<file path="config.mk">
export PLATFORM = sky130hd
export DESIGN_NAME = turn_sequencer_flat
export DESIGN_NICKNAME = d
export VERILOG_FILES = /design/src/rtl/turn_sequencer_if.sv /design/src/rtl/turn_sequencer.sv /design/src/flat_wrapper.sv
export SDC_FILE = /design/constraint.sdc
export NUM_CORES = 1
export LEC_CHECK = 0
export BUFFER_PORTS_ARGS = -buffer_cell sky130_fd_sc_hd__buf_2
export CORE_UTILIZATION = 45
export DETAILED_ROUTE_END_ITERATION = 7
export HOLD_SLACK_MARGIN = 0.12
export PLACE_DENSITY = 0.72
export SLEW_MARGIN = 20
export SYNTH_ARGS = -nofsm -noshare
export SYNTH_HDL_FRONTEND = slang
export SYNTH_SLANG_ARGS = --single-unit
</file>
<file path="constraint.sdc">
create_clock -name clock -period 1.9 [get_ports clock]
set_clock_uncertainty 0.1 [all_clocks]
set_input_delay 0.095 -clock clock [delete_from_list [all_inputs] [get_ports clock]]
set_output_delay 0.095 -clock clock [all_outputs]
set_load 0.01 [all_outputs]
</file>
<file path="src/rtl/turn_sequencer_if.sv">
// Turn sequencer bus: player move requests, board/win-checker status in,
// turn grant, board write enables and game status out.
interface turn_sequencer_if #(
    parameter int unsigned NUM_PLAYERS = 2,
    parameter int unsigned MAX_MOVES   = 9
);
    localparam int unsigned PW  = ($clog2(NUM_PLAYERS) > 1) ? $clog2(NUM_PLAYERS) : 1;
    localparam int unsigned MCW = $clog2(MAX_MOVES + 1);

    logic                   start;
    logic                   new_game;
    logic [NUM_PLAYERS-1:0] play;
    logic                   illegal_move;
    logic                   win;
    logic                   no_space;

    logic [NUM_PLAYERS-1:0] player_turn;
    logic [NUM_PLAYERS-1:0] move_accept;
    logic                   illegal_pulse;
    logic [PW-1:0]          current_player;
    logic [MCW-1:0]         move_count;
    logic                   game_over;
    logic                   winner_valid;
    logic [PW-1:0]          winner;
    logic                   timeout_skip;

    modport slave (
        input  start, new_game, play, illegal_move, win, no_space,
        output player_turn, move_accept, illegal_pulse, current_player,
               move_count, game_over, winner_valid, winner, timeout_skip
    );

    modport master (
        output start, new_game, play, illegal_move, win, no_space,
        input  player_turn, move_accept, illegal_pulse, current_player,
               move_count, game_over, winner_valid, winner, timeout_skip
    );
endinterface

</file>
<file path="src/rtl/turn_sequencer.sv">
// Round-robin N-player turn/game controller for the XO board datapath.
// Define TURN_TIMEOUT_EN to skip a turn after TIMEOUT_CYCLES idle cycles in WAIT_MOVE.
module turn_sequencer #(
    parameter int unsigned NUM_PLAYERS    = 2,
    parameter int unsigned MAX_MOVES      = 9,
    parameter int unsigned FIRST_PLAYER   = 0,
    parameter int unsigned TIMEOUT_CYCLES = 1000
) (
    input  logic             clock,
    input  logic             reset_n,
    turn_sequencer_if.slave  bus
);
    localparam int unsigned PW  = ($clog2(NUM_PLAYERS) > 1) ? $clog2(NUM_PLAYERS) : 1;
    localparam int unsigned MCW = $clog2(MAX_MOVES + 1);

    typedef enum logic [2:0] {
        S_IDLE,
        S_WAIT_MOVE,
        S_ACCEPT,
        S_CHECK,
        S_GAME_DONE
    } state_e;

    state_e                 state_q, state_d;
    logic [PW-1:0]          cur_q, cur_d;
    logic [PW-1:0]          winner_q, winner_d;
    logic [NUM_PLAYERS-1:0] player_turn_q, player_turn_d;
    logic [NUM_PLAYERS-1:0] move_accept_q, move_accept_d;
    logic                   illegal_pulse_q, illegal_pulse_d;
    logic                   game_over_q, game_over_d;
    logic                   winner_valid_q, winner_valid_d;
    logic [MCW-1:0]         move_count_q, move_count_d;

    logic [PW-1:0]          cur_next;
    logic [NUM_PLAYERS-1:0] cur_onehot;
    logic                   cur_req;
    logic                   take;
    logic                   expire;

    function automatic logic [NUM_PLAYERS-1:0] onehot(input logic [PW-1:0] idx);
        onehot = NUM_PLAYERS'(1) << idx;
    endfunction

    always_comb begin
        cur_onehot = onehot(cur_q);
        cur_next   = (cur_q == PW'(NUM_PLAYERS - 1)) ? '0 : cur_q + 1'b1;
        cur_req    = |(bus.play & cur_onehot);
        take       = cur_req && !bus.illegal_move;
    end

    always_comb begin
        state_d         = state_q;
        cur_d           = cur_q;
        winner_d        = winner_q;
        player_turn_d   = player_turn_q;
        move_accept_d   = '0;
        illegal_pulse_d = 1'b0;
        game_over_d     = game_over_q;
        winner_valid_d  = winner_valid_q;
        move_count_d    = move_count_q;

        case (state_q)
            S_IDLE: begin
                if (bus.start) begin
                    state_d        = S_WAIT_MOVE;
                    cur_d          = PW'(FIRST_PLAYER);
                    player_turn_d  = onehot(PW'(FIRST_PLAYER));
                    move_count_d   = '0;
                    game_over_d    = 1'b0;
                    winner_valid_d = 1'b0;
                    winner_d       = '0;
                end
            end
            S_WAIT_MOVE: begin
                if (take) begin
                    state_d       = S_ACCEPT;
                    move_accept_d = cur_onehot;
                    player_turn_d = '0;
                end else begin
                    illegal_pulse_d = cur_req;
                    if (expire) begin
                        cur_d         = cur_next;
                        player_turn_d = onehot(cur_next);
                    end
                end
            end
            S_ACCEPT: begin
                state_d = S_CHECK;
                if (move_count_q != MCW'(MAX_MOVES)) begin
                    move_count_d = move_count_q + 1'b1;
                end
            end
            S_CHECK: begin
                if (bus.win) begin
                    state_d        = S_GAME_DONE;
                    game_over_d    = 1'b1;
                    winner_valid_d = 1'b1;
                    winner_d       = cur_q;
                end else if (bus.no_space || move_count_q == MCW'(MAX_MOVES)) begin
                    state_d     = S_GAME_DONE;
                    game_over_d = 1'b1;
                end else begin
                    state_d       = S_WAIT_MOVE;
                    cur_d         = cur_next;
                    player_turn_d = onehot(cur_next);
                end
            end
            S_GAME_DONE: begin
            end
            default: state_d = S_IDLE;
        endcase

        // Abort overrides everything; a write already issued in ACCEPT is left uncounted.
        if (state_q != S_IDLE && bus.new_game) begin
            state_d         = S_IDLE;
            cur_d           = '0;
            winner_d        = '0;
            player_turn_d   = '0;
            move_accept_d   = '0;
            illegal_pulse_d = 1'b0;
            game_over_d     = 1'b0;
            winner_valid_d  = 1'b0;
            move_count_d    = '0;
        end
    end

    always_ff @(posedge clock or negedge reset_n) begin
        if (!reset_n) begin
            state_q         <= S_IDLE;
            cur_q           <= '0;
            winner_q        <= '0;
            player_turn_q   <= '0;
            move_accept_q   <= '0;
            illegal_pulse_q <= 1'b0;
            game_over_q     <= 1'b0;
            winner_valid_q  <= 1'b0;
            move_count_q    <= '0;
        end else begin
            state_q         <= state_d;
            cur_q           <= cur_d;
            winner_q        <= winner_d;
            player_turn_q   <= player_turn_d;
            move_accept_q   <= move_accept_d;
            illegal_pulse_q <= illegal_pulse_d;
            game_over_q     <= game_over_d;
            winner_valid_q  <= winner_valid_d;
            move_count_q    <= move_count_d;
        end
    end

`ifdef TURN_TIMEOUT_EN
    localparam int unsigned TW = ($clog2(TIMEOUT_CYCLES) > 1) ? $clog2(TIMEOUT_CYCLES) : 1;

    logic [TW-1:0] timer_q, timer_d;
    logic          timeout_skip_q, timeout_skip_d;

    // Timer restarts on every WAIT_MOVE entry, including re-entry after a skip.
    always_comb begin
        expire         = (state_q == S_WAIT_MOVE) && (timer_q == TW'(TIMEOUT_CYCLES - 1));
        timeout_skip_d = expire && !take && !bus.new_game;
        timer_d        = '0;
        if (state_q == S_WAIT_MOVE && state_d == S_WAIT_MOVE && !expire) begin
            timer_d = timer_q + 1'b1;
        end
    end

    always_ff @(posedge clock or negedge reset_n) begin
        if (!reset_n) begin
            timer_q        <= '0;
            timeout_skip_q <= 1'b0;
        end else begin
            timer_q        <= timer_d;
            timeout_skip_q <= timeout_skip_d;
        end
    end

    assign bus.timeout_skip = timeout_skip_q;
`else
    assign expire           = 1'b0;
    assign bus.timeout_skip = 1'b0;
`endif

    assign bus.player_turn    = player_turn_q;
    assign bus.move_accept    = move_accept_q;
    assign bus.illegal_pulse  = illegal_pulse_q;
    assign bus.current_player = cur_q;
    assign bus.move_count     = move_count_q;
    assign bus.game_over      = game_over_q;
    assign bus.winner_valid   = winner_valid_q;
    assign bus.winner         = winner_q;
endmodule

</file>
<file path="src/flat_wrapper.sv">
// flat-port wrapper written by rule: the top's interface ports become plain ports
module turn_sequencer_flat 
#(
    parameter int unsigned NUM_PLAYERS    = 2,
    parameter int unsigned MAX_MOVES      = 9,
    parameter int unsigned FIRST_PLAYER   = 0,
    parameter int unsigned TIMEOUT_CYCLES = 1000
)
  (clock, reset_n, bus_start, bus_new_game, bus_play, bus_illegal_move, bus_win, bus_no_space, bus_player_turn, bus_move_accept, bus_illegal_pulse, bus_current_player, bus_move_count, bus_game_over, bus_winner_valid, bus_winner, bus_timeout_skip);
  turn_sequencer_if #(.NUM_PLAYERS(NUM_PLAYERS), .MAX_MOVES(MAX_MOVES)) bus_i ();
  input  logic clock;
  input  logic reset_n;
  input wire logic [$bits(bus_i.start)-1:0] bus_start;
  input wire logic [$bits(bus_i.new_game)-1:0] bus_new_game;
  input wire logic [$bits(bus_i.play)-1:0] bus_play;
  input wire logic [$bits(bus_i.illegal_move)-1:0] bus_illegal_move;
  input wire logic [$bits(bus_i.win)-1:0] bus_win;
  input wire logic [$bits(bus_i.no_space)-1:0] bus_no_space;
  output wire logic [$bits(bus_i.player_turn)-1:0] bus_player_turn;
  output wire logic [$bits(bus_i.move_accept)-1:0] bus_move_accept;
  output wire logic [$bits(bus_i.illegal_pulse)-1:0] bus_illegal_pulse;
  output wire logic [$bits(bus_i.current_player)-1:0] bus_current_player;
  output wire logic [$bits(bus_i.move_count)-1:0] bus_move_count;
  output wire logic [$bits(bus_i.game_over)-1:0] bus_game_over;
  output wire logic [$bits(bus_i.winner_valid)-1:0] bus_winner_valid;
  output wire logic [$bits(bus_i.winner)-1:0] bus_winner;
  output wire logic [$bits(bus_i.timeout_skip)-1:0] bus_timeout_skip;
  assign bus_i.start = bus_start;
  assign bus_i.new_game = bus_new_game;
  assign bus_i.play = bus_play;
  assign bus_i.illegal_move = bus_illegal_move;
  assign bus_i.win = bus_win;
  assign bus_i.no_space = bus_no_space;
  assign bus_player_turn = bus_i.player_turn;
  assign bus_move_accept = bus_i.move_accept;
  assign bus_illegal_pulse = bus_i.illegal_pulse;
  assign bus_current_player = bus_i.current_player;
  assign bus_move_count = bus_i.move_count;
  assign bus_game_over = bus_i.game_over;
  assign bus_winner_valid = bus_i.winner_valid;
  assign bus_winner = bus_i.winner;
  assign bus_timeout_skip = bus_i.timeout_skip;
  turn_sequencer #(.NUM_PLAYERS(NUM_PLAYERS), .MAX_MOVES(MAX_MOVES), .FIRST_PLAYER(FIRST_PLAYER), .TIMEOUT_CYCLES(TIMEOUT_CYCLES)) u_core (.clock(clock), .reset_n(reset_n), .bus(bus_i));
endmodule
</file>
==> Yosys cells after proc, flatten, opt, wreduce, memory -nomap -nowiden <==
Index checks and enable logic that the tools add are counted.
{ "totals": {"ff_bits": 16, "inputBits": 9} }
{ "classes": {"n_addsub": 2, "eq_ne": 14, "n_shift": 2, "muxes": 38, "bitwise": 1, "n_reduce_logical": 16} }
{ "op_table": {"columns": ["cell", "n"], "rows": [
  ["2-bit 2-to-1 mux", 8],
  ["1-bit 2-to-1 mux", 15],
  ["3-bit 2-to-1 mux", 5],
  ["3-bit case mux with 5 select lines", 1],
  ["4-bit 2-to-1 mux", 3],
  ["3-bit AND reduction", 4],
  ["3-bit by 2-bit != test with 1-bit output (second input constant)", 3],
  ["3-bit nonzero test", 3],
  ["1-bit case mux with 2 select lines", 4],
  ["4-bit case mux with 2 select lines", 1],
  ["3-bit by 2-bit equality test with 1-bit output (second input constant)", 2],
  ["3-bit by 1-bit != test with 1-bit output (second input constant)", 2],
  ["2-bit case mux with 3 select lines", 1],
  ["5-bit AND reduction", 1],
  ["4-bit by 1-bit adder with 4-bit output (second input constant)", 1],
  ["4-bit equality test (second input constant)", 1],
  ["4-bit by 2-bit != test with 1-bit output (second input constant)", 1],
  ["4-bit != test (second input constant)", 1],
  ["4-bit AND reduction", 1],
  ["4-bit nonzero test", 1],
  ["1-bit by 1-bit << shifter with 2-bit output (first input constant)", 2],
  ["3-bit by 1-bit equality test with 1-bit output (second input constant)", 1],
  ["3-bit equality test (second input constant)", 1],
  ["3-bit zero test", 1],
  ["other kinds (8)", 9]
]} }

==> Depth between registers and ports, before layout <==
Gate-level depths: netlist of the first run.
{ "depth": {"depth_word": 7, "mapped_depth": 6, "ltp_nobuf": 6} }

==> Least setup slack after synthesis of the first run <==
No wires, ideal clock.
{ "synth_path": {"path_kind": "register to register", "from": "register u_core.cur_q (netlist: u_core.bus.current_player)", "to": "register u_core.player_turn_q[0] (netlist: u_core.bus.player_turn[0])", "setup_time_ns": 0.125, "arrival_ns": 1.591, "required_ns": 1.675, "setup_slack_ns": 0.084, "path_stages_with_launch": 6, "period_less_slack_ns": 1.816, "cell_sequence": "dfrtp_1 -> buf_4 -> mux2i_1 -> or3_1 -> a211oi_2 -> mux2_4"} }
{ "synth_via": {"elab_chain_cells": 7} }
{ "synth_rtl": {"columns": ["item", "line_no", "source"], "rows": [
  ["from (decl)", "turn_sequencer.sv:25", "logic [PW-1:0] cur_q, cur_d;"],
  ["from (signal assigned)", "turn_sequencer.sv:140", "cur_q <= cur_d;"],
  ["1-bit adder", "turn_sequencer.sv:46", "cur_next = (cur_q == PW'(NUM_PLAYERS - 1)) ? '0 : cur_q + 1'b1;"],
  ["1-bit 2-to-1 mux", "turn_sequencer.sv:46", null],
  ["1-bit by 1-bit << shifter with 2-bit output", null, null],
  ["2-bit 2-to-1 mux", "turn_sequencer.sv:99", "end else if (bus.no_space || move_count_q == MCW'(MAX_MOVES)) begin"],
  ["2-bit 2-to-1 mux", "turn_sequencer.sv:94", "if (bus.win) begin"],
  ["2-bit case mux with 3 select lines", "turn_sequencer.sv:62", "case (state_q)"],
  ["2-bit 2-to-1 mux", "turn_sequencer.sv:114", "if (state_q != S_IDLE && bus.new_game) begin"],
  ["to (signal assigned)", "turn_sequencer.sv:142", "player_turn_q <= player_turn_d;"],
  ["to (decl)", "turn_sequencer.sv:27", "logic [NUM_PLAYERS-1:0] player_turn_q, player_turn_d;"]
]} }
Several ways; a longest one is shown, not always the timed one. The select of a mux whose other input is x is not followed.
A chain may end at the register's enable or synchronous reset.

==> Worst setup path in the final report of the first run <==
{ "layout_path": {"from": "register u_core.state_q[0]", "to": "register u_core.move_accept_q[1] (netlist: u_core.bus.move_accept[1])"} }
{ "layout_via": {"elab_chain_cells": 3} }
{ "layout_rtl": {"columns": ["item", "line_no", "source"], "rows": [
  ["from (decl)", "turn_sequencer.sv:24", "state_e state_q, state_d;"],
  ["from (signal assigned)", "turn_sequencer.sv:139", "state_q <= state_d;"],
  ["3-bit by 1-bit equality test with 1-bit output / 3-bit nonzero test (equally long branches)", "turn_sequencer.sv:62, turn_sequencer.sv:114", null],
  ["2-bit 2-to-1 mux / 1-bit logical AND (equally long branches)", "turn_sequencer.sv:62, turn_sequencer.sv:114", null],
  ["2-bit 2-to-1 mux *", "turn_sequencer.sv:114", null],
  ["net u_core.move_accept_d[1]", "turn_sequencer.sv:28", "logic [NUM_PLAYERS-1:0] move_accept_q, move_accept_d;"],
  ["to (signal assigned)", "turn_sequencer.sv:143", "move_accept_q <= move_accept_d;"],
  ["to (decl)", "turn_sequencer.sv:28", null]
]} }
The timed path passes the listed nets; every way through them passes the cells marked *.

==> impl_summary.md, run 1 <==
Synthesis
The number of enable-type register cells in the synthesized netlist is 0. The sequential fraction of the synthesis area is 45.8%. The post-synthesis register bit count is 16. The number of warnings issued by yosys is 0. The synthesized netlist contains 40 unique library cells. In the synthesized netlist, the number of instances is 88. The synthesized area is 875 µm².

The async set-or-reset flop fraction in the synthesized netlist is 100%. The most used flip-flop cell after synthesis is sky130_fd_sc_hd__dfrtp_1. When the netlist entered floorplanning its net count stood at 99. Each instance of the synthesized netlist takes up on average 9.94 µm².

Global route
The via count of the first global-routing pass is 706. The global-route wire length before repair is 3020 µm. The initial antenna violation count was 0. For this run the aggregate overflow at the end of global routing stands at 0. The global-route total usage across every layer is 20.3%.

Entering global routing, the biggest net connects 17 pins.

Clock tree
The later pin in the worst-skew pair is clocked with a latency of 290 ps. Clock tree synthesis selected as its root buffer the cell sky130_fd_sc_hd__clkbuf_4. Buffers inserted during clock tree synthesis total 3.

In this run the number of H-tree levels came out at 1. Clock-pin slew was measured on the worst setup and hold paths at 100 ps. In this run the deepest clock path goes through 2 buffers. For this design, the sink count on the clock tree is 16. The buffer count from post-CTS setup fixing is 0. The clock tree from TritonCTS is done.

STA
Static timing analysis puts the maximum clock frequency at 548 MHz. Setup total negative slack on the finished layout was measured at 0 ps. The number of setup violations in the final report is 0.

Setup repair after global routing left no endpoint under its margin. The final hold violation count is 0. The clock period minus final worst setup slack is 1830 ps. The number of pins with negative max-slew slack in the final report is 0. The final critical path takes up 96.1% of the cycle.

Final layout
The leading cell type in the layout, fill and taps excluded is sky130_fd_sc_hd__buf_2. 0 antenna diodes ended up in the layout. At the end of the flow, the number of nets in the layout was 131. The post-route non-filler standard cell count is 144. The top cell types in the final layout, fill and taps aside, are 21 x sky130_fd_sc_hd__buf_2, 15 x sky130_fd_sc_hd__dfrtp_1, 8 x sky130_fd_sc_hd__dlygate4sd3_1. The relative area change from synthesis to final layout is 28.5%. The number of filler instances in the final layout is 163. In the final layout, the share of cells above drive strength 1 is 30.3%.

Die
The effective utilization at floorplan is 49.1%. The die covers 2120 µm². The number of ports placed on the die boundary is 23. The number of rows in the core area is 15.

In this run the vertical extent of the chip is 46.1 µm. The core outline area is 1780 µm². Measured along the x axis, the die boundary spans 46.1 µm.

Critical path
STA classifies the critical path endpoint as a register. The required time at the worst-slack endpoint is 2030 ps. The nature of the critical path startpoint is a register.

The category of the critical setup timing path is register to register. Of all nets on the critical path, the largest fanout is 8. The arrival time of data at the critical path endpoint is 1960 ps.

Status
The flow ran to the end, and the final reports show no timing, DRC or antenna violations.

Detailed routing
Dividing the detail-routed via count by the number of cells gives 5.34. The routed length per placed instance is 12.8 µm. The first detailed-routing pass took 4 iterations. For this run, design rule violations remaining after detail routing come to 0.

The total length of routed wires is 1840 µm. The count of nets left with antenna violations once routing finished came out at 0. The DRC marker count from the first detailed-route iteration is 33. The total via count after detailed routing is 769.

Placed design
The last weighted congestion value of the routability-driven placer is 0.920. The half-perimeter wire length after detailed placement is 1280 µm. After detailed placement, the design holds a cell count of 132. Port buffering added 21 buffers.

Job
The number of maximum-capacitance constraint violations is 0.

Pwr
The maximum VDD drop is 461 µV. In this run the static leakage power is 0.553 nW. In this run the power density over the cells is 768 nW/µm².

Hold path
The path class of the lowest-slack min-delay path is input pin to asynchronous set/reset pin.
[synth_stat cells (all sizes together), types with 2 or more instances]
library cell   n  share of area, %
dfrtp         16                46
nor3b          3               2.6
o21a           2               1.7
nor2           5               2.1
a21oi          4               2.3
ha             2               2.9
buf            5               4.1
nand2          7               3.0
o31ai          2               1.7
nand3          2               1.1
o21ai          4               2.7
inv            6               2.6
nor3           3               1.7
mux2i          2               2.3
or3            3               2.1
[logic make-up (layout without fill, tap and decap cells)]
group,after synthesis,count (layout),synth area share [%]
flops,16,16,45.8
simple gates,31,31,20.2
fa+ha+maj,2,2,2.86
compound gates,23,23,19.0
buf+inv,11,42,6.72
mux,3,3,4.01
xor+xnor,1,1,1.00
other cells,1,1,0.429
[repair_timing]
| action | in CTS | in global routing |
|---|---|---|
| hold endpoints to repair | 25 | 0 |
| resized for setup | 0 | 3 |
| hold buffers | 8 | 0 |
| endpoints found under the setup margin | 0 | 2 |
[flip-flops by register name, summed over array words and instances, names as in the netlist, 2 cells and up]
register and flops:
u_core.bus.move_count 4, u_core.state_q 3, u_core.bus.move_accept 2, u_core.bus.player_turn 2
[path summary, 6_finish.rpt]
kind / startpoint / endpoint / slack (ps) / cells past startpoint
worst max-delay path: u_core.state_q[0]$_DFFE_PN0P_ / u_core.bus.move_accept[1]$_DFF_PN0_ / 70 / 4
worst min-delay path: reset_n / u_core.bus.player_turn[0]$_DFFE_PN0P_ / 130 / 2
worst max register to register: u_core.state_q[0]$_DFFE_PN0P_ / u_core.bus.move_accept[1]$_DFF_PN0_ / 70 / 4
worst min register to register: u_core.bus.winner_valid$_DFFE_PN0P_ / u_core.bus.winner_valid$_DFFE_PN0P_ / 400 / 1
max in group asynchronous: reset_n / u_core.state_q[1]$_DFFE_PN0P_ / 1290 / 2
min in group clock: bus_win / u_core.bus.winner$_DFFE_PN0P_ / 130 / 4
[power by group]
part	internal [W]	switching (W)
logic	0.000117	0.000113
registers	0.000370	0.0000305
clock network	0.000117	0.000115
[per-stage QoR]
step / total power (W) / area (µm²) / setup WS (ps) / utilization [%] / hold slack, ps
after global placement: 0.000616 / 997 / 184 / 55.9 / -75.6
after CTS: 0.000857 / 1110 / 72.9 / 62.5 / 135
after global routing: 0.000913 / 1120 / 1.74 / 63.0 / 148
after detailed placement: 0.000620 / 997 / 165 / 55.9 / -77.4
final: 0.000862 / 1120 / 73.8 / 63.0 / 126
after floorplan: 0.000561 / 875 / 83.6 / - / -301
[metal layers]
layer	track usage, %	vias to the layer above	share of wire, %	wire length, µm
met5	0	-	0	0
met4	10.0	0	2.5	46
met3	3.92	7	4.8	89
met2	31.0	27	47	860
met1	27.3	359	46	845
li1	-	376	-	-
[critical path, stage by stage (launching register included)]
cell                            delay [ps]
sky130_fd_sc_hd__dfrtp_1               480
sky130_fd_sc_hd__nor2b_1               260
sky130_fd_sc_hd__nand2_1               160
sky130_fd_sc_hd__nor3_1                190
sky130_fd_sc_hd__dlygate4sd3_1         560
[final cells by class]
class / instances / area [µm²] / area share [%]
clock buffer: 4 / 36.3 / 3.23
inverter: 6 / 22.5 / 2.00
multi-input combinational: 61 / 424 / 37.8
sequential: 16 / 402 / 35.7
tap: 25 / 31.3 / 2.78
timing repair buffer: 32 / 208 / 18.5
(Power assumes the default switching activity.)
==> inputs of run 2 (changes only) <==
- ABC_AREA: not set -> 1
- PLACE_DENSITY: 0.72 -> 0.71
==> run 2 against run 1 <==
Sequential power grew 14%. First-iteration DRC count is 33% lower. Flip-flop and latch count unchanged. Utilization down 0.28 points. Total power rose by 35%. Global-route usage decreased by 0.47 points. Non-clock buffer count decreased by 5. Critical endpoint unchanged. Largest cell class unchanged.
==> impl_summary.md, run 2 <==
Synthesis
The number of enable-type register cells in the synthesized netlist is 0 (unchanged). Ranked by instance count, the synthesized netlist is headed by 33 x sky130_fd_sc_hd__nand2_1, 16 x sky130_fd_sc_hd__dfrtp_1, 14 x sky130_fd_sc_hd__inv_1. The parity-gate share of the synthesized area counting xor and xnor cells is 1.97% (+0.97 points). For this run, the leading register cell type out of synthesis is sky130_fd_sc_hd__dfrtp_1. The area share of the largest cell type after synthesis is 45.0% (-0.77 points). The sequential fraction of the synthesis area is 45.0% (-0.77 points). Yosys instantiated no cell more often than sky130_fd_sc_hd__nand2_1.

The largest area contributor in the synthesized netlist is sky130_fd_sc_hd__dfrtp_1. The synthesized area is 890 µm² (+1.7%). The multiplexer area fraction after synthesis is 0% (-4.0 points). The area fraction in compound gates after synthesis is 7.03% (-12 points). The number of warnings issued by yosys is 0 (unchanged).

The average instance area after synthesis is 7.48 µm² (-25%). The post-synthesis register bit count was 16 (unchanged). The synthesized netlist net count is 130 (+31%). The synthesized instance count is 119 (+35%).

The async set-or-reset flop fraction in the synthesized netlist is 100% (unchanged). The area share of and/or/nand/nor cells after synthesis came to 35.6% (+15 points). The number of unique standard cell types used by synthesis is 22 (-45%). The adder and majority cell fraction of the synthesized area is 2.81% (-0.048 points). After synthesis, the cell types taking the most area are sky130_fd_sc_hd__dfrtp_1 45%, sky130_fd_sc_hd__nand2_1 14%, sky130_fd_sc_hd__nand3_1 7.3%, sky130_fd_sc_hd__inv_1 5.9%, sky130_fd_sc_hd__nor2_1 4.2%. The main combinational cell family by area after synthesis is simple AND/OR/NAND/NOR gates.

Clock tree
The sink count of the clock tree is 16 (unchanged). The clock-pin slew on the worst setup and hold paths is 100 ps (about the same). The clock tree from TritonCTS is done. The worst-skew pair later-pin latency is 280 ps (about the same). The clock tree buffer depth is 2 (unchanged). In this run the clock root is driven by a sky130_fd_sc_hd__clkbuf_4.

The H-tree depth is 1 (unchanged). The number of buffers inserted during clock tree synthesis was 3 (unchanged).

Critical path
The logic depth of the worst path, buffers included is 6 (+2). The arrival time of data at the critical path endpoint is 1890 ps (-70 ps). The largest fanout on the critical path is 6 (-2). The critical path goes through inv_2 -> nand3_2 -> nor2_2 -> nand4_1 -> dlygate4sd3_1 -> nor2_1. The biggest cell delay along the critical path is 580 ps (+20 ps). The cell count of the worst reg-to-reg path is 6 (+2). The gate family responsible for the most delay along the worst path is buffers and inverters. On the critical path, the stage with the largest delay is an instance of sky130_fd_sc_hd__dlygate4sd3_1. The critical path capture point type is a register.

The required time at the worst-slack endpoint is 2020 ps (about the same). The worst path buffer plus inverter count is 2 (+1). By startpoint and endpoint, the worst setup path is classified as register to register. The nature of the critical path startpoint is a register.

Detailed routing
The remaining routing DRC violations is 0 (unchanged). The routed length on met3 is 111 µm (+25%). The total length of routed wires is 1840 µm (-0.11%). The DRC marker count from the first detailed-route iteration is 22 (-33%). The number of nets with antenna violations after routing is 0 (unchanged). The total iterations of the first detailed-routing run was 4 (unchanged). The length of routed met2 wiring was 834 µm (-3.0%).

The total via count after detailed routing is 827 (+7.5%). The highest metal layer with signal wires is met3. The met1 wire length is 893 µm (+5.7%). The per-cell via count in the routed design is 4.75 (-11%). The routed length per placed instance came to 10.6 µm (-17%).

STA
The final hold violation count is 0 (unchanged). The clock period minus final worst setup slack came to 1770 ps (-52.3 ps). The number of pins with negative max-slew slack in the final report is 0 (unchanged). The setup TNS is 0 ps (unchanged). Setup repair after global routing left no endpoint under its margin. The final worst-path cycle share is 93.4% (-2.8 points).

The number of setup violations in the final report is 0 (unchanged). The achievable clock frequency is 564 MHz (+2.9%).

Pwr
The power per standard cell area came to 1040 nW/µm² (+36%). The total power consumption of the routed design is 0.00117 W (+35%). The maximum VDD drop is 839 µV (+82%). The leakage power summed over all cells is 0.641 nW (+16%).

Placed design
The half-perimeter wire length after detailed placement is 1390 µm (+9.0%). The port buffer count was 21 (unchanged). The last weighted congestion value of the routability-driven placer is 0.896 (-2.6%). The post-placement cell area is 1020 µm² (+2.1%).

Job
The number of maximum-capacitance constraint violations came to 0 (unchanged).

Final layout
The number of filler instances in the final layout is 159 (-2.5%). The leading cell type in the layout, fill and taps excluded is sky130_fd_sc_hd__nand2_1. The relative area change from synthesis to final layout is 25.7%.

The count of inserted antenna diode cells came to 0 (unchanged). The library cells used most frequently in the layout, excluding fill and tap cells, are 33 x sky130_fd_sc_hd__nand2_1, 21 x sky130_fd_sc_hd__buf_2, 15 x sky130_fd_sc_hd__dfrtp_1. The flip-flop count of the largest register, all copies and words added was 4 (unchanged). The post-route standard cell area excluding fillers is 1120 µm² (-0.45%). The share of cells above drive strength 1 came to 24.8% (-5.4 points). The final layout net count is 161 (+23%).

Global route
The pin count of the biggest net entering global routing is 17 (unchanged). The global-route wire length before repair came to 3070 µm (+1.6%). The global-route total usage across every layer came to 19.8% (-0.47 points). The initial antenna violation count is 0 (unchanged).

The via count of the first global-routing pass is 751 (+6.4%). The total grt overflow is 0 (unchanged).

Die
The floorplan die width is 46.5 µm (+0.81%). The die span in y came to 46.5 µm (+0.81%). The number of rows in the core area was 15 (unchanged). The effective utilization at floorplan came to 49.9% (+0.84 points).

The number of ports placed on the die boundary was 23 (unchanged). The overall die area came to 2160 µm² (+1.6%). The core outline area came to 1780 µm² (unchanged).

Hold path
The path class of the lowest-slack min-delay path is input pin to asynchronous set/reset pin.

Status
The flow ran to the end, and the final reports show no timing, DRC or antenna violations.
==> run 2: final cells by class <==
class,count,area (µm²),share of cell area [%]
multi-input cells,87,428,38.3
well taps,25,31.3,2.80
flip-flops and latches,16,402,35.9
repair buffers,27,165,14.8
inverters,15,56.3,5.03
clock buffers,4,36.3,3.24
==> run 2: worst register-to-register path, cell delays in order (launching register included) <==
cell and delay, ps:
sky130_fd_sc_hd__dfrtp_2 460, sky130_fd_sc_hd__inv_2 90, sky130_fd_sc_hd__nand3_2 130, sky130_fd_sc_hd__nor2_2 140
sky130_fd_sc_hd__nand4_1 80, sky130_fd_sc_hd__dlygate4sd3_1 580, sky130_fd_sc_hd__nor2_1 120
==> run 2: final timing paths <==
| kind | startpoint | to | slack [ps] |
|---|---|---|---|
| worst max-delay path | u_core.state_q[2]$_DFFE_PN0P_ | u_core.bus.move_accept[1]$_DFF_PN0_ | 130 |
| worst max register to register | u_core.state_q[2]$_DFFE_PN0P_ | u_core.bus.move_accept[1]$_DFF_PN0_ | 130 |
| worst min register to register | u_core.bus.winner_valid$_DFFE_PN0P_ | u_core.bus.winner_valid$_DFFE_PN0P_ | 380 |
| min in group clock | bus_no_space | u_core.bus.game_over$_DFFE_PN0P_ | 170 |
| worst min-delay path | reset_n | u_core.bus.illegal_pulse$_DFF_PN0_ | 140 |
| max in group asynchronous | reset_n | u_core.state_q[2]$_DFFE_PN0P_ | 1280 |
==> run 2: through the flow <==
stage / setup WS, ps / hold WS (ps) / utilization [%] / cells
after floorplan: 468 / -301 / - / 119
after global placement: 435 / -78.8 / 57.1 / 164
after detailed placement: 385 / -74.4 / 57.1 / 164
after CTS: 34.2 / 148 / 62.5 / 174
after global routing: 19.5 / 175 / 62.7 / 174
final: 126 / 138 / 62.7 / 174
==> run 2: what timing repair did <==
item,in CTS,in global routing
gates resized for setup,0,3
endpoints found under the setup margin,0,2
hold buffers,6,0
hold endpoints to repair,23,0
setup buffers,0,0
==> run 2: power by group <==
| part | internal, W | switching [W] |
|---|---|---|
| Combinational | 0.000170 | 0.000312 |
| Sequential | 0.000397 | 0.0000596 |
| Clock | 0.000117 | 0.000111 |
| Total | 0.000684 | 0.000482 |
==> run 2: layer usage <==
layer | track usage [%] | up-vias
met2 | 29.4 | 29
met1 | 28.7 | 364
met3 | 4.31 | 0
met5 | 0 | -
li1 | - | 434
met4 | 5.29 | 0
==> run 2: kinds of logic (layout without fill, tap and decap cells) <==
family | Yosys count | in the layout
and+or+nand+nor | 70 | 70
DFF | 16 | 16
buffers and inverters | 16 | 46
AOI/OAI and AO/OA | 12 | 12
adders and majority gates | 2 | 2
xor gates and xnor gates | 2 | 2
other | 1 | 1
==> inputs of run 3 (changes only) <==
- HOLD_SLACK_MARGIN: 0.12 -> 0.15
==> run 3 against run 2 <==
Wire length increased by 0.49%. Final cell count increased by 0.57%. Register-to-register slack about the same. Highest routed layer unchanged. Setup slack got worse by 1.0 ps. Sequential power about the same. Non-clock buffer count increased by 1.
==> impl_summary.md, run 3 (synthesis gave the netlist of run 2 again) <==
STA
The number of pins with negative max-slew slack in the final report was 0 (unchanged). The final worst-path cycle share is 93.4% (about the same). The setup TNS is 0 ps (unchanged). The clock period minus final worst setup slack is 1770 ps (+1.03 ps).

The worst pin sits at a relative slew slack of 52.1%. The number of setup violations in the final report came to 0 (unchanged). The final hold slack is 166 ps (+28.3 ps).

The slack of the critical path is 125 ps (-1.04 ps). The achievable clock frequency is 563 MHz (about the same). Setup repair after global routing left no endpoint under its margin. The transition time at the pin with the least slew margin is 717 ps.

The final hold violation count is 0 (unchanged).

Clock tree
TritonCTS built the clock tree. The H-tree depth is 1 (unchanged). The worst-skew pair later-pin latency is 280 ps (about the same). The buffer count from post-CTS setup fixing is 0 (unchanged). The clock tree buffer depth was 2 (unchanged). The number of buffers inserted during clock tree synthesis is 3 (unchanged).

The clock-pin slew on the worst setup and hold paths is 100 ps (about the same). The sink count of the clock tree came to 16 (unchanged). The tree is rooted in a sky130_fd_sc_hd__clkbuf_4.

Die
The number of rows in the core area is 15 (unchanged). The number of ports placed on the die boundary was 23 (unchanged). The overall die area was 2160 µm² (unchanged). The effective utilization at floorplan is 49.9% (unchanged). The die span in y is 46.5 µm (unchanged).

The floorplan die width was 46.5 µm (unchanged). The core outline area is 1780 µm² (unchanged).

Final layout
The relative area change from synthesis to final layout is 26.9%. In the layout the commonest cells are 33 x sky130_fd_sc_hd__nand2_1, 21 x sky130_fd_sc_hd__buf_2, 15 x sky130_fd_sc_hd__dfrtp_1. The count of inserted antenna diode cells is 0 (unchanged). The sequential cell area was 402 µm² (unchanged). The post-route standard cell area excluding fillers is 1130 µm² (+0.89%). The share of cells above drive strength 1 is 24.7% (-0.17 points). The final standard cell utilization of the core was 63.3% (+0.56 points). Leaving out fill and tap cells, the most frequent cell in the layout is sky130_fd_sc_hd__nand2_1. The number of filler instances in the final layout came to 157 (-1.3%). The final layout net count was 162 (+0.62%). The combined area of the multi-input logic cells was 428 µm² (unchanged). The flip-flop count of the largest register, all copies and words added is 4 (unchanged).

Detailed routing
The number of nets with antenna violations after routing is 0 (unchanged). The DRC marker count from the first detailed-route iteration is 22 (unchanged). The total length of routed wires is 1850 µm (+0.49%).

The total via count after detailed routing is 834 (+0.85%). The routed length per placed instance came to 10.6 µm (about the same). The per-cell via count in the routed design came to 4.77 (+0.27%).

The remaining routing DRC violations came to 0 (unchanged). The total iterations of the first detailed-routing run is 4 (unchanged).

Global route
The initial antenna violation count is 0 (unchanged). The pin count of the biggest net entering global routing came to 17 (unchanged). The global-route wire length before repair came to 3090 µm (+0.68%). The via count of the first global-routing pass is 766 (+2.0%).

The global-route total usage across every layer is 19.8% (unchanged). The total grt overflow is 0 (unchanged).

Placed design
The post-placement worst setup slack is 385 ps (unchanged). The port buffer count is 21 (unchanged). The half-perimeter wire length after detailed placement is 1390 µm (unchanged). The post-placement cell area is 1020 µm² (unchanged). The last weighted congestion value of the routability-driven placer is 0.896 (unchanged).

Critical path
The worst-case register-to-register setup slack is 130 ps (about the same). The reg-to-reg critical path endpoint is u_core.bus.move_accept[1]$_DFF_PN0_. The category of the critical setup timing path is register to register. The required time at the worst-slack endpoint is 2020 ps (about the same). The largest fanout on the critical path is 6 (unchanged).

The critical path capture point type is a register. The arrival time of data at the critical path endpoint is 1890 ps (about the same). The nature of the critical path startpoint is a register. The startpoint identified for the worst register-to-register timing path is u_core.state_q[1]$_DFFE_PN0P_. The cell count of the worst reg-to-reg path is 6 (unchanged).

Hold path
The min-delay analysis places its worst path in the category input pin to register. The worst hold path was traced through 5 stages. For hold timing, the worst endpoint is u_core.bus.game_over$_DFFE_PN0P_. The launch point of the worst hold path is bus_no_space.

Pwr
The fraction of power spent switching nets is 41.3% (-0.051 points). The power per standard cell area is 1030 nW/µm² (-0.79%). The maximum VDD drop is 837 µV (-0.22%).

The combinational share of power is 41.5% (about the same). The total internal power was 0.000685 W (+0.19%). The net switching component of the power is 0.000482 W (about the same). The fraction of power consumed by the clock network came to 19.4% (about the same). The sequential power share came to 39.1% (about the same). The leakage power summed over all cells is 0.645 nW (+0.65%).

Status
The flow ran to the end, and the final reports show no timing, DRC or antenna violations.

Job
The number of maximum-capacitance constraint violations is 0 (unchanged).
## run 3: cell count changes in the layout (fill, tap and decap cells not counted), sizes merged
cell         delta
dlygate4sd3     +1
## run 3: per-stage QoR
| stage | std cells | power [W] |
|---|---|---|
| final | 175 | 0.00117 |
| after global routing | 175 | 0.00127 |
| after floorplan | 119 | 0.000799 |
| after detailed placement | 164 | 0.000924 |
| after CTS | 175 | 0.00117 |
| after global placement | 164 | 0.000918 |
## run 3: cell type report
class | instances | share of cell area [%]
Clock buffer | 4 | 3.22
Inverter | 15 | 4.99
Multi-Input combinational cell | 87 | 37.9
Sequential cell | 16 | 35.6
Tap cell | 25 | 2.77
Timing Repair Buffer | 28 | 15.5
## run 3: worst max-delay path, cell delays in order (launching register included)
cell	delay, ps
sky130_fd_sc_hd__dfrtp_1	430
sky130_fd_sc_hd__inv_2	120
sky130_fd_sc_hd__nand3_2	130
sky130_fd_sc_hd__nor2_2	140
sky130_fd_sc_hd__nand4_1	80
sky130_fd_sc_hd__dlygate4sd3_1	580
sky130_fd_sc_hd__nor2_1	120
## run 3: what timing repair did
item | 4_1_cts | 5_1_grt
resized for setup | 0 | 3
setup endpoints to repair | 0 | 2
endpoints found under the hold margin | 24 | 0
hold buffers | 7 | 0
## run 3: power groups by stage
| stage | clock, W | sequential [W] | combinational, W |
|---|---|---|---|
| floorplan | 0 | 0.000471 | 0.000328 |
| CTS | 0.000232 | 0.000454 | 0.000480 |
| global route | 0.000245 | 0.000468 | 0.000561 |
| finish | 0.000227 | 0.000457 | 0.000484 |
| global placement | 0 | 0.000459 | 0.000459 |
| detailed placement | 0 | 0.000460 | 0.000464 |
## run 3: worst max-delay path by stage
| stage | to | slack, ps | start | depth (start not counted) |
|---|---|---|---|---|
| 6_report | u_core.bus.move_accept[1]$_DFF_PN0_ | 130 | u_core.state_q[1]$_DFFE_PN0P_ | 6 |
| 5_1_grt | u_core.bus.move_accept[1]$_DFF_PN0_ | 20 | u_core.state_q[2]$_DFFE_PN0P_ | 6 |
| 4_1_cts | u_core.bus.move_accept[1]$_DFF_PN0_ | 30 | u_core.state_q[1]$_DFFE_PN0P_ | 6 |
| 3_5_place_dp | u_core.bus.player_turn[0]$_DFFE_PN0P_ | 390 | u_core.bus.move_count[0]$_DFFE_PN0P_ | 7 |
| 3_3_place_gp | u_core.bus.player_turn[1]$_DFFE_PN0P_ | 440 | u_core.bus.move_count[0]$_DFFE_PN0P_ | 7 |
| 2_1_floorplan | u_core.bus.player_turn[0]$_DFFE_PN0P_ | 470 | u_core.bus.move_count[0]$_DFFE_PN0P_ | 7 |
## run 3: metal layers
layer / GRT usage, % / up-vias / part of all wire, % / wire length (µm)
li1: - / 436 / - / -
met1: 28.2 / 369 / 48 / 895
met2: 30.0 / 29 / 45 / 840
met3: 4.31 / 0 / 6.0 / 111
met4: 5.29 / 0 / 0 / 0
met5: 0 / - / 0 / 0
